**src/rtl/pio_pkg.sv**
```systemverilog
// pio_pkg: shared constants and types for the PIO sequencer slice.
//   - PIO action codes (ACT_NONE / ACT_INSTR / ACT_PUSH)
//   - state machine count and datapath widths
//   - config ROM entry layout and sequencer state encoding
package pio_pkg;

  localparam int unsigned NUM_SM  = 4;
  localparam int unsigned DATA_W  = 32;
  localparam int unsigned INSTR_W = 16;
  localparam int unsigned CONF_W  = 36;
  localparam int unsigned ACT_W   = 4;
  localparam int unsigned ADDR_W  = 5;
  localparam int unsigned IDX_W   = 5;
  localparam int unsigned MIDX_W  = $clog2(NUM_SM);

  localparam logic [ACT_W-1:0] ACT_NONE  = 4'd0;
  localparam logic [ACT_W-1:0] ACT_INSTR = 4'd1;
  localparam logic [ACT_W-1:0] ACT_PUSH  = 4'd4;

  // Config ROM word: action in the top nibble, PIO data below it.
  typedef struct packed {
    logic [ACT_W-1:0]  action;
    logic [DATA_W-1:0] data;
  } conf_entry_t;

  typedef enum logic [1:0] {
    LOAD_PROG = 2'd0,
    LOAD_CONF = 2'd1,
    RUN       = 2'd2
  } seq_state_t;

  // Instruction words occupy the low half of the PIO data bus.
  function automatic logic [DATA_W-1:0] instr_to_din(input logic [INSTR_W-1:0] word);
    return DATA_W'(word);
  endfunction

endpackage

```
**src/rtl/pio_rr_arbiter.sv**
```systemverilog
// pio_rr_arbiter: N-way round-robin arbiter with a pre-qualified eligibility
// vector. Grant is combinational; the pointer advances past the winner.
//   clk, reset   : clock, async active-high reset (pointer -> 0)
//   eligible     : requesters allowed to win this cycle
//   grant        : one-hot winner (zero when nothing is eligible)
//   grant_valid  : any winner this cycle
//   grant_idx    : binary index of the winner
module pio_rr_arbiter #(
  parameter  int unsigned N  = 4,
  localparam int unsigned IW = (N > 1) ? $clog2(N) : 1
) (
  input  logic          clk,
  input  logic          reset,
  input  logic [N-1:0]  eligible,
  output logic [N-1:0]  grant,
  output logic          grant_valid,
  output logic [IW-1:0] grant_idx
);

  logic [IW-1:0] ptr;
  logic [IW-1:0] ptr_d;
  int unsigned   cand;
  logic [IW-1:0] cidx;

  // First eligible requester at or after the pointer, wrapping.
  always_comb begin
    grant       = '0;
    grant_valid = 1'b0;
    grant_idx   = ptr;
    cand        = 0;
    cidx        = '0;
    for (int unsigned k = 0; k < N; k++) begin
      cand = (32'(ptr) + k) % N;
      cidx = IW'(cand);
      if (!grant_valid && eligible[cidx]) begin
        grant_valid = 1'b1;
        grant_idx   = cidx;
        grant[cidx] = 1'b1;
      end
    end
  end

  // Pointer moves to the requester after the winner.
  always_comb begin
    ptr_d = ptr;
    if (grant_valid) begin
      ptr_d = (grant_idx == IW'(N - 1)) ? '0 : grant_idx + IW'(1);
    end
  end

  always_ff @(posedge clk or posedge reset) begin
    if (reset) begin
      ptr <= '0;
    end else begin
      ptr <= ptr_d;
    end
  end

endmodule

```
**src/rtl/pio_sequencer.sv**
```systemverilog
// pio_sequencer: loads the PIO program and configuration after reset, then
// arbitrates the four TX-FIFO push requesters onto the PIO write port.
//   clk, reset          : clock, async active-high reset
//   restart             : pulse in RUN to rerun the whole load
//   prog_addr/prog_data : program ROM port (1-cycle synchronous read)
//   conf_addr/conf_data : config ROM port (1-cycle synchronous read)
//   req_valid/req_data  : per-machine push requests
//   req_ready           : combinational grant
//   full                : per-machine TX-FIFO full flags
//   action/din/index/mindex : registered PIO write port
//   loaded              : high while running after a completed load
module pio_sequencer
  import pio_pkg::*;
#(
  parameter int unsigned PROG_LEN = 32,
  parameter int unsigned CONF_LEN = 11
) (
  input  logic                     clk,
  input  logic                     reset,
  input  logic                     restart,
  output logic [ADDR_W-1:0]        prog_addr,
  input  logic [INSTR_W-1:0]       prog_data,
  output logic [ADDR_W-1:0]        conf_addr,
  input  logic [CONF_W-1:0]        conf_data,
  input  logic [NUM_SM-1:0]        req_valid,
  input  logic [NUM_SM*DATA_W-1:0] req_data,
  output logic [NUM_SM-1:0]        req_ready,
  input  logic [NUM_SM-1:0]        full,
  output logic [ACT_W-1:0]         action,
  output logic [DATA_W-1:0]        din,
  output logic [IDX_W-1:0]         index,
  output logic [MIDX_W-1:0]        mindex,
  output logic                     loaded
);

  // One extra bit so a count of 32 is representable.
  localparam int unsigned CNT_W = ADDR_W + 1;

  seq_state_t        state, state_d;
  logic [CNT_W-1:0]  prog_cnt, prog_cnt_d;
  logic [CNT_W-1:0]  conf_cnt, conf_cnt_d;
  logic              pend_prog, pend_prog_d;
  logic              pend_conf, pend_conf_d;
  logic [IDX_W-1:0]  pend_idx, pend_idx_d;
  logic [ACT_W-1:0]  action_d;
  logic [DATA_W-1:0] din_d;
  logic [IDX_W-1:0]  index_d;
  logic [MIDX_W-1:0] mindex_d;
  logic              loaded_d;
  logic [NUM_SM-1:0] lastmask, lastmask_d;

  logic [NUM_SM-1:0] eligible;
  logic [NUM_SM-1:0] grant;
  logic              grant_valid;
  logic [MIDX_W-1:0] grant_idx;
  conf_entry_t       conf_entry;

  assign prog_addr  = prog_cnt[ADDR_W-1:0];
  assign conf_addr  = conf_cnt[ADDR_W-1:0];
  assign conf_entry = conf_entry_t'(conf_data);

  // Machines granted last cycle sit out one cycle so their full flag can catch up.
  assign eligible  = (state == RUN && !restart) ? (req_valid & ~full & ~lastmask) : '0;
  assign req_ready = grant;

  pio_rr_arbiter #(
    .N (NUM_SM)
  ) u_arb (
    .clk         (clk),
    .reset       (reset),
    .eligible    (eligible),
    .grant       (grant),
    .grant_valid (grant_valid),
    .grant_idx   (grant_idx)
  );

  // Next state, ROM address sequencing and next PIO write-port values.
  always_comb begin
    state_d     = state;
    prog_cnt_d  = prog_cnt;
    conf_cnt_d  = conf_cnt;
    pend_prog_d = 1'b0;
    pend_conf_d = 1'b0;
    pend_idx_d  = pend_idx;
    action_d    = ACT_NONE;
    din_d       = din;
    index_d     = index;
    mindex_d    = mindex;
    lastmask_d  = grant;

    case (state)
      LOAD_PROG: begin
        // Every cycle issues one ROM read; its data is written out two edges later.
        pend_prog_d = 1'b1;
        pend_idx_d  = prog_addr;
        prog_cnt_d  = prog_cnt + CNT_W'(1);
        if (prog_cnt == CNT_W'(PROG_LEN - 1)) begin
          state_d = LOAD_CONF;
        end
      end
      LOAD_CONF: begin
        // The cycle with no read left lets the final write drain before RUN.
        if (conf_cnt == CNT_W'(CONF_LEN)) begin
          state_d = RUN;
        end else begin
          pend_conf_d = 1'b1;
          conf_cnt_d  = conf_cnt + CNT_W'(1);
        end
      end
      RUN: begin
        prog_cnt_d = '0;
        conf_cnt_d = '0;
        if (restart) begin
          state_d = LOAD_PROG;
        end
      end
      default: begin
        state_d = LOAD_PROG;
      end
    endcase

    // Load traffic and RUN grants never overlap, so a simple priority mux suffices.
    if (pend_prog) begin
      action_d = ACT_INSTR;
      index_d  = pend_idx;
      din_d    = instr_to_din(prog_data);
      mindex_d = '0;
    end else if (pend_conf) begin
      action_d = conf_entry.action;
      din_d    = conf_entry.data;
      mindex_d = '0;
    end else if (grant_valid) begin
      action_d = ACT_PUSH;
      mindex_d = grant_idx;
      for (int unsigned i = 0; i < NUM_SM; i++) begin
        if (grant[i]) begin
          din_d = req_data[i*DATA_W +: DATA_W];
        end
      end
    end

    // Rises one cycle into RUN (after the last config write), drops as RUN is left.
    loaded_d = (state == RUN) && (state_d == RUN);
  end

  always_ff @(posedge clk or posedge reset) begin
    if (reset) begin
      state     <= LOAD_PROG;
      prog_cnt  <= '0;
      conf_cnt  <= '0;
      pend_prog <= 1'b0;
      pend_conf <= 1'b0;
      pend_idx  <= '0;
      action    <= ACT_NONE;
      din       <= '0;
      index     <= '0;
      mindex    <= '0;
      loaded    <= 1'b0;
      lastmask  <= '0;
    end else begin
      state     <= state_d;
      prog_cnt  <= prog_cnt_d;
      conf_cnt  <= conf_cnt_d;
      pend_prog <= pend_prog_d;
      pend_conf <= pend_conf_d;
      pend_idx  <= pend_idx_d;
      action    <= action_d;
      din       <= din_d;
      index     <= index_d;
      mindex    <= mindex_d;
      loaded    <= loaded_d;
      lastmask  <= lastmask_d;
    end
  end

endmodule

```
**config.mk**
```make
export PLATFORM = sky130hd
export DESIGN_NAME = pio_sequencer
export DESIGN_NICKNAME = d
export VERILOG_FILES = /design/src/rtl/pio_pkg.sv /design/src/rtl/pio_rr_arbiter.sv /design/src/rtl/pio_sequencer.sv
export SDC_FILE = /design/constraint.sdc
export NUM_CORES = 1
export LEC_CHECK = 0
export ABC_CLOCK_PERIOD_IN_PS = 4400
export CORE_MARGIN = 1
export CORE_UTILIZATION = 42
export DETAILED_ROUTE_END_ITERATION = 8
export PLACE_DENSITY = 0.89
export SETUP_SLACK_MARGIN = 0.1
export SLEW_MARGIN = 20
export SYNTH_ARGS = -nofsm -noshare
export SYNTH_HDL_FRONTEND = slang
export SYNTH_SLANG_ARGS = --single-unit
```
**constraint.sdc**
```tcl
create_clock -name clk -period 4.4 [get_ports clk]
set_input_delay 0.88 -clock clk [delete_from_list [all_inputs] [get_ports clk]]
set_output_delay 0.88 -clock clk [all_outputs]
set_load 0.005 [all_outputs]
```
==> out/results.ini <==
[global_routing]
grt_pass1_wl_um = 29600
antenna_found_initial = 0
globalRouteTotalUtil_pct = 30.4
grt_pass1_vias = 5802
grt-ovfl-total = 0
use_met1_pct = 34.6
grt_max_degree = 49
met2_usage_pct = 54.2
grtUsageMet3_pct = 7.61
grt-busiest-layer = met2

[pwr]
p_total_mw = 3.99
peakVddDrop_mv = 0.288
p_leak_nw = 3.51
powerDensity_nw_per_um2 = 483

[yosys]
yosysWarnings = 0
async_flop_share_pct = 100
ys_seq_area_share_pct = 34.7
synthXorXnorAreaFrac_pct = 0.513
synthMuxAreaShare_pct = 7.68
yosys.area_share.simple_pct = 13.8
synth-edff-count = 0
syn_area_um2 = 5120
ys_types = 67
syn_nets = 744
synth_top_family_by_area = compound AO/OA/AOI/OAI gates
synth-compound-area-share_pct = 32.8
syn_area_per_cell_um2 = 9.39
synthCells = 545
synthAdderAreaFrac_pct = 1.96
ys_ff_latch = 71
synthFlopType = dfrtp_1

[setup_path]
critPathRequiredTime_ps = 3520
worst_ep_arrival_time_ps = 3350
worstPathMaxFanout = 6
start_kind = input port
path_common_cell = clkdlybuf4s50_1
cpPeakStageDelay_ps = 540
path_class = in2out
cp-end-kind = primary output
critPathSlowestCell = mux4_2
worstPathCellList = clkdlybuf4s50_1 > nor3b_1 > buf_4 > and2_4 > mux4_2 > a311oi_4 > o21a_2 > inv_6 > clkdlybuf4s50_1

[final_layout]
num_antenna_cells = 0
fin_cells = 947
final_util_pct = 70.8
syn2layout_area_growth_pct = 61.3
final_cell_area_um2 = 8250
layout.nets = 998
drive_gt1_share_pct = 15.4

[clock_network]
cts_tree = built
clk-insertion-delay-late_ps = 340
ctsLongestPathBuffers = 2
htree_levels = 3
cts_sinks = 71
cts-root-buf = clkbuf_16
cts_buffers = 9
clkTransAtPathRegs_ps = 60

[routing]
detail_route.vias_per_cell = 5.88
routedWlPerCell_um = 20.2
num_vias = 5567
drtIter0Drc = 343
drtPass1Iterations = 5
drc = 0
wl_um = 19100
postRouteAntennaNets = 0

[sta]
hold_viol = 0
skew_ps = 7.81
slew_headroom_pct = 47.2
maxSlewViolCount = 0
rsz0062_at_grt = no
period_minus_slack_ps = 4230
max_freq_mhz = 236
timing.final.crit_share_pct = 96.2
tightestPinTransition_ps = 786
finalSetupViolCount = 0

[placement]
numPlacedInstances = 927
dp_hpwl_um = 14300
port_buffers = 248
gp_congestion = 0.973
place_area_um2 = 7860

[die]
die_h_um = 112
ios = 249
start_util_pct = 43.9
core_um2 = 11700
die_w_um = 112
dieArea_um2 = 12600
row_count = 39

[status]
status = finished, final reports clean

[worst_hold_path]
hold_path.class = reg2reg

[run]
maxCapViolations = 0

[power by group]
part | switching, mW | total (mW) | internal [mW]
clock | 0.303 | 0.804 | 0.501
combinational | 0.985 | 2.09 | 1.11
sequential | 0.181 | 1.09 | 0.910
[synthesized netlist by cell type, types with 7 or more instances]
library cell / count / area (um2)
a2111oi_2: 9 / 135
a21oi_1: 9 / 45.0
a22o_1: 16 / 140
a2bb2oi_1: 18 / 158
a31oi_1: 36 / 225
buf_2: 9 / 45.0
buf_4: 11 / 82.6
clkbuf_1: 25 / 93.8
dfrtp_1: 71 / 1780
ha_1: 8 / 100
inv_1: 28 / 105
mux2_2: 10 / 113
mux2i_1: 19 / 190
nand2_1: 33 / 124
nand3_1: 7 / 35.0
nor2_1: 65 / 244
o211a_1: 16 / 160
o21ai_0: 21 / 105
o31a_1: 15 / 131
o32ai_1: 7 / 61.3
o32ai_2: 9 / 146
[cell families after synthesis]
family | after synthesis
muxes | 33
DFF | 71
adders and majority gates | 8
xor gates and xnor gates | 3
and+or+nand+nor | 147
AOI/OAI and AO/OA | 197
buffers and inverters | 86
[layout make-up]
| cell class | instances | area [um2] |
|---|---|---|
| flip-flops and latches | 71 | 1780 |
| clock buffers | 10 | 229 |
| repair buffers | 296 | 2900 |
| well taps | 143 | 179 |
| clock inverters | 6 | 92.6 |
| fillers | 832 | 3410 |
| multi-input cells | 388 | 2950 |
| inverters | 33 | 134 |
[worst paths after layout]
kind	startpoint	endpoint	slack (ps)	cells after the start
min in group asynchronous	reset	prog_cnt[0]$_DFFE_PP0P_	1000	2
max reg2reg	u_arb.ptr[0]$_DFFE_PP0N_	din[31]$_DFFE_PP0P_	660	12
max	req_valid[1]	req_ready[1]	170	9
min	prog_cnt[5]$_DFFE_PP0P_	prog_cnt[5]$_DFFE_PP0P_	500	1
min reg2reg	prog_cnt[5]$_DFFE_PP0P_	prog_cnt[5]$_DFFE_PP0P_	500	1
max in group asynchronous	reset	din[27]$_DFFE_PP0P_	2720	3
[placed cells by master (no fill, tap or decap), types with 5 or more instances in the layout]
master and n:
clkdlybuf4s50_1 245, dfrtp_1 71, nor2_1 61, buf_4 44, a31oi_1 36, nand2_1 33, inv_1 27, o21ai_0 20
mux2i_1 19, o211a_1 16, a2bb2oi_1 16, a22o_1 16, o31a_1 15, mux2_2 10, a21oi_1 9, a2111oi_2 9
o32ai_2 9, clkbuf_16 9, ha_1 8, nand3_1 7, o32ai_1 7, a2111oi_0 6, nand2b_1 5, o211ai_1 5
[critical path, delay by kind of cell]
kind	cells	cell delay (ps)
and+or+nand+nor	2	310
buffers and inverters	4	1050
muxes	1	540
AOI/OAI and AO/OA	2	560
[sequential cells by signal, indices dropped and copies added (netlist names), 2 cells and up]
name       flops
index          5
pend_idx       5
u_arb.ptr      2
mindex         2
prog_cnt       6
state          2
conf_cnt       6
action         4
din           32
lastmask       4
[stage by stage]
step | hold WS [ps] | setup TNS (ps) | worst slack [ps]
final | 498 | 0 | 167
after global routing | 524 | 0 | 110
after CTS | 503 | 0 | 85.4
after detailed placement | 492 | -35.5 | -21.9
after global placement | 465 | -23.9 | -20.8
after floorplan | 446 | 0 | 444
[timing repair]
action	4_1_cts	5_1_grt
resized for setup	7	8
pin swaps	1	3
setup endpoints to repair	4	3
hold buffers	0	0
buffers inserted	1	3
[per-layer routing]
metal,part of all wire [%],vias to the layer above
li1,-,2561
met1,38,2630
met2,50,327
met3,8.6,49
met4,3.4,0
met5,0,-
No activity file was read; power rests on OpenSTA's default activity.
